### config.mk
export PLATFORM = sky130hd
export DESIGN_NAME = rv_mem_arbiter
export DESIGN_NICKNAME = d
export VERILOG_FILES = /design/src/rtl/rv_mem_arbiter.sv
export SDC_FILE = /design/constraint.sdc
export NUM_CORES = 1
export LEC_CHECK = 0
export CAP_MARGIN = 5
export CORE_AREA = 5 5 99 101
export CTS_BUF_LIST = sky130_fd_sc_hd__clkbuf_16
export DETAILED_ROUTE_END_ITERATION = 16
export DIE_AREA = 0 0 104 106
export PLACE_DENSITY = 0.76
export SLEW_MARGIN = 10
export SYNTH_ARGS = -nofsm -noshare
export SYNTH_HDL_FRONTEND = slang
export SYNTH_SLANG_ARGS = --single-unit
### constraint.sdc
create_clock -name clock -period 1.3 [get_ports clock]
set_input_delay 0.195 -clock clock [delete_from_list [all_inputs] [get_ports clock]]
set_output_delay 0.195 -clock clock [all_outputs]
set_load 0.005 [all_outputs]
### src/rtl/rv_mem_arbiter.sv
// rv_mem_arbiter: shares the single-ported text/data RAM between instruction fetch and
// load/store, decoding the memory map and arbitrating round-robin with a one-cycle response.
module rv_mem_arbiter #(
  parameter logic [31:0] TEXT_BEGIN = 32'h00400000,
  parameter int          TEXT_BITS  = 16,
  parameter logic [31:0] DATA_BEGIN = 32'h80000000,
  parameter int          DATA_BITS  = 17
) (
  input  logic                 clock,
  input  logic                 reset,
  input  logic                 i_req,
  input  logic [31:0]          i_addr,
  output logic                 i_gnt,
  output logic                 i_rvalid,
  output logic [31:0]          i_rdata,
  output logic                 i_err,
  input  logic                 d_req,
  input  logic                 d_we,
  input  logic [3:0]           d_be,
  input  logic [31:0]          d_addr,
  input  logic [31:0]          d_wdata,
  output logic                 d_gnt,
  output logic                 d_rvalid,
  output logic [31:0]          d_rdata,
  output logic                 d_err,
  output logic                 mem_en,
  output logic                 mem_sel,
  output logic                 mem_we,
  output logic [3:0]           mem_be,
  output logic [DATA_BITS-3:0] mem_addr,
  output logic [31:0]          mem_wdata,
  input  logic [31:0]          mem_rdata
);

  localparam int AW = DATA_BITS - 2;

  logic [31:0] i_off;
  logic [31:0] d_toff;
  logic [31:0] d_doff;
  logic        i_in_text;
  logic        d_in_text;
  logic        d_in_data;
  logic        i_bad;
  logic        d_bad;
  logic        grant_i;
  logic        grant_d;
  logic        last_data;
  logic        rsp_valid;
  logic        rsp_data;
  logic        rsp_err;
  logic        rsp_write;

  // Unsigned offsets make addresses below a region's base wrap high and fall outside it.
  assign i_off     = i_addr - TEXT_BEGIN;
  assign d_toff    = d_addr - TEXT_BEGIN;
  assign d_doff    = d_addr - DATA_BEGIN;
  assign i_in_text = (i_off >> TEXT_BITS) == 32'd0;
  assign d_in_text = (d_toff >> TEXT_BITS) == 32'd0;
  assign d_in_data = (d_doff >> DATA_BITS) == 32'd0;

  assign i_bad = (i_addr[1:0] != 2'b00) | ~i_in_text;
  assign d_bad = (d_addr[1:0] != 2'b00) | (~d_in_text & ~d_in_data)
               | (d_we & d_in_text) | (d_we & (d_be == 4'b0000));

  // A tie goes to whichever port did not win last time.
  assign grant_i = ~reset & i_req & (~d_req | last_data);
  assign grant_d = ~reset & d_req & ~grant_i;
  assign i_gnt   = grant_i;
  assign d_gnt   = grant_d;

  // Winner drives the RAM; an error grant still takes the slot but leaves the RAM idle.
  always_comb begin
    mem_en    = 1'b0;
    mem_sel   = 1'b0;
    mem_we    = 1'b0;
    mem_be    = 4'b0000;
    mem_addr  = {AW{1'b0}};
    mem_wdata = 32'h0000_0000;
    if (grant_i) begin
      mem_en   = ~i_bad;
      mem_be   = 4'b1111;
      mem_addr = AW'(i_off[TEXT_BITS-1:2]);
    end else if (grant_d) begin
      mem_en    = ~d_bad;
      mem_sel   = ~d_in_text;
      mem_we    = d_we;
      mem_be    = d_be;
      mem_addr  = d_in_text ? AW'(d_toff[TEXT_BITS-1:2]) : d_doff[DATA_BITS-1:2];
      mem_wdata = d_wdata;
    end else begin
      mem_en = 1'b0;
    end
  end

  // Response bookkeeping and last-grant pointer.
  always_ff @(posedge clock) begin
    if (reset) begin
      last_data <= 1'b1;
      rsp_valid <= 1'b0;
      rsp_data  <= 1'b0;
      rsp_err   <= 1'b0;
      rsp_write <= 1'b0;
    end else begin
      rsp_valid <= grant_i | grant_d;
      rsp_data  <= grant_d;
      rsp_err   <= grant_i ? i_bad : d_bad;
      rsp_write <= grant_d & d_we;
      if (grant_i | grant_d) begin
        last_data <= grant_d;
      end
    end
  end

  // Responses are masked during reset so a pending one is dropped.
  assign i_rvalid = rsp_valid & ~rsp_data & ~reset;
  assign d_rvalid = rsp_valid & rsp_data & ~reset;
  assign i_err    = i_rvalid & rsp_err;
  assign d_err    = d_rvalid & rsp_err;
  assign i_rdata  = (i_rvalid & ~rsp_err) ? mem_rdata : 32'h0000_0000;
  assign d_rdata  = (d_rvalid & ~rsp_err & ~rsp_write) ? mem_rdata : 32'h0000_0000;

endmodule

==> results <==
-- power breakdown --
group | internal (mW) | switching [mW] | total [mW]
logic | 0.845 | 0.405 | 1.25
registers | 0.165 | 0.0106 | 0.176
clock network | 0.399 | 0.108 | 0.507
total | 1.41 | 0.524 | 1.93
-- synthesized netlist by cell type, drive strengths merged, types with 2 or more instances --
master    n  area share, %
and2    101             49
inv      19            5.5
nand3    16            6.2
o21ai    16            6.2
clkbuf   12            4.2
nand2     9            2.6
nor4      6            4.0
dfxtp     5            7.7
nor2      5            1.4
buf       3            1.2
nor3      3            1.2
a211oi    2            1.2
nor3b     2            2.4
-- timing repair --
item                       CTS  global route
hold buffers                 0             0
gates cloned                12             1
setup endpoints to repair  125           126
buffers inserted            48            13
gates resized for setup    664           159
pin swaps                   58            45
-- cell type report --
class	count	share of cell area (%)
Multi-Input combinational cell	172	27.0
Tap cell	111	2.56
Sequential cell	5	1.98
Clock buffer	3	1.38
Inverter	19	1.32
Clock inverter	1	0.0692
Timing Repair Buffer	342	65.7
-- metal layers --
layer,up-vias,routed length (µm),GRT usage [%]
met5,-,0,0
met4,0,167,3.42
met3,15,940,5.95
met2,160,6140,36.1
met1,1267,4010,18.0
li1,1343,-,-
-- worst max path at each step --
stage                     cells past startpoint  slack [ps]  startpoint             to
after CTS                                     7        -470   last_data  mem_wdata[22]
after global placement                        5       -1050  d_addr[19]         mem_en
after floorplan                               3         -60  d_addr[19]         mem_en
final                                         8        -500   last_data   mem_wdata[3]
after global routing                          8        -540   last_data   mem_wdata[3]
after detailed placement                      5       -1050  d_addr[19]         mem_en
-- cells by family after synthesis --
logic type,synth area share [%]
buf+inv,10.9
compound gates,11.9
simple gates,69.5
flops,7.71
-- placed cells by master, fill, tap and decap left out, types with 7 or more instances in the layout --
cell and n:
sky130_fd_sc_hd__clkdlybuf4s50_1 105, sky130_fd_sc_hd__inv_1 17, sky130_fd_sc_hd__buf_12 10, sky130_fd_sc_hd__and2_4 80, sky130_fd_sc_hd__buf_2 39, sky130_fd_sc_hd__o21ai_2 7, sky130_fd_sc_hd__buf_16 9, sky130_fd_sc_hd__dlygate4sd2_1 18
sky130_fd_sc_hd__and2_1 21, sky130_fd_sc_hd__buf_4 28, sky130_fd_sc_hd__buf_6 118, sky130_fd_sc_hd__nand3_2 12, sky130_fd_sc_hd__clkdlybuf4s15_1 12, sky130_fd_sc_hd__o21ai_1 8
-- state kept, by name, summed over array words and instances, names as in the netlist --
signal	cells
rsp_valid	1
rsp_write	1
rsp_data	1
rsp_err	1
last_data	1
-- critical path: stages (launching register included) --
cell and delay [ps]:
sky130_fd_sc_hd__dfxtp_4 350, sky130_fd_sc_hd__a211oi_4 240, sky130_fd_sc_hd__buf_6 130, sky130_fd_sc_hd__buf_6 100, sky130_fd_sc_hd__buf_16 110, sky130_fd_sc_hd__buf_8 110, sky130_fd_sc_hd__buf_12 100, sky130_fd_sc_hd__and2_4 130
sky130_fd_sc_hd__buf_6 80
==> reports/qor.log <==
[placed_design] count of buffers inserted at the top-level ports 260
[clock_tree] Clock H-tree levels 1
[synthesis] number of instances in the synthesized netlist 211
[sta] final clock period utilization by the worst path 138%
[floorplan] I/O pin cnt 261
[worst_hold_path] Hold Path Origin reset
[drt] vias per cell 4.26
[placed_design] routability congestion estimate 0.756
[global_route] initial antenna violation count 0
[floorplan] Core Footprint 8930 µm²
[placed_design] worst setup timing slack at the placement stage -1050 ps
[power_and_ir_drop] total power consumption of the routed design 1.93 mW
[sta] Post-Route Hold Slack 330 ps
[final_layout] utilization after layout 60.7%
[sta] post-layout min period 1800 ps
[drt] detail-routed net length per standard cell 17.2 µm
[setup_path] data required time of the critical path 1110 ps
[synthesis] count of flip-flops with a built-in enable after synthesis 0
[clock_tree] clock latency of the later-clocked register in the worst-skew pair 230 ps
[power_and_ir_drop] power density over cell area 356 nW/µm²
[setup_path] reg2reg end rsp_err
[final_layout] relative area change from synthesis to final layout 318%
[final_layout] non-filler instance count after layout 653
[clock_tree] CTS tree built
[synthesis] post-synthesis async set-or-reset flop share 0%
[placed_design] total placed instance area 4190 µm²
[status] failing checks negative setup slack
[floorplan] number of standard-cell rows in the floorplan 35
[placed_design] detailed-placement wirelength estimate 7.39 mm
[final_layout] multi-input gate area in the final layout 1460 µm²
[final_layout] sequential standard cell area 108 µm²
[sta] number of slew-limit violations in the final report 0
[floorplan] Vert. Die Dim 106 µm
[drt] number of routed nets with antenna violations 0
[worst_hold_path] WHS Path Cells 3
[clock_tree] clock root buffer master sky130_fd_sc_hd__clkbuf_16
[drt] number of optimization iterations in the first detailed-route pass 4
[status] run status finished, violations left
[sta] PnR worst setup slack -496 ps
[sta] transition time of the tightest slew-check pin 250 ps
[run] Maximum Capacitance Violations 0
[synthesis] Synth Register Bits 5
[power_and_ir_drop] leak pwr 2.60 nW
[synthesis] mean cell area of the mapped netlist 6.16 µm²
[global_route] gr usage total 18.0%
[clock_tree] Clock Path Buffers 2
[final_layout] post-route cell area 5420 µm²
[placed_design] instance count after placement with tap cells included 587
[floorplan] Die Width 104 µm
[drt] via count of the routed design 2785
[final_layout] number of antenna cells inserted 0
[floorplan] Initial Utilization 14.5%
[sta] Clock Skews 1.29 ps
[setup_path] element type at the critical path start register
[setup_path] Arrival @ worst endpoint 1600 ps
[final_layout] layout cells sized above 1 62.5%
[sta] unrepaired setup endpoints after global routing yes
[drt] number of design rule violations left after detail routing 0
[worst_hold_path] Endpoint, Worst Hold rsp_data
[sta] final setup fails 120
[synthesis] number of warnings issued by yosys 0
[final_layout] fill cell total of the finished layout 731
[clock_tree] CTS Buf Count 3
[setup_path] register-to-register path setup slack 20 ps
[sta] hold violation total from the final report 0
[synthesis] sequential area share after synthesis 7.71%
[final_layout] final net count 680
[drt] DRC violation total after the first TritonRoute iteration 31
[sta] total negative slack -40780 ps
[setup_path] worst reg2reg path startpoint last_data
[setup_path] CP Class reg2out
[global_route] global-route congestion overflow total 0
[setup_path] critical path endpoint category primary output
[synthesis] number of distinct standard cells referenced by the synthesized netlist 29
[synthesis] top_reg_cell synth sky130_fd_sc_hd__dfxtp_1
[synthesis] post-synth net total 348
[setup_path] reg2reg path depth 6
[worst_hold_path] Hold WC Path Type in2reg
[global_route] pin count of the biggest net entering global routing 17
[sta] top achievable clock speed 0.557 GHz
[clock_tree] number of clock sinks seen by CTS 5
[floorplan] total die area 11000 µm²
[global_route] vias in the first global route 3038
[synthesis] combined area of all synthesized cells 1300 µm²
[setup_path] Worst Path Max Fanout 5
[sta] Slew headroom 83.2%
[clock_tree] Worst-path clk slew 30 ps
[drt] final wirelength 11.3 mm
[global_route] global-route wire length before repair 16.3 mm
[power_and_ir_drop] Max IR drop VDD 0.336 mV
No activity file was read; power rests on OpenSTA's default activity.
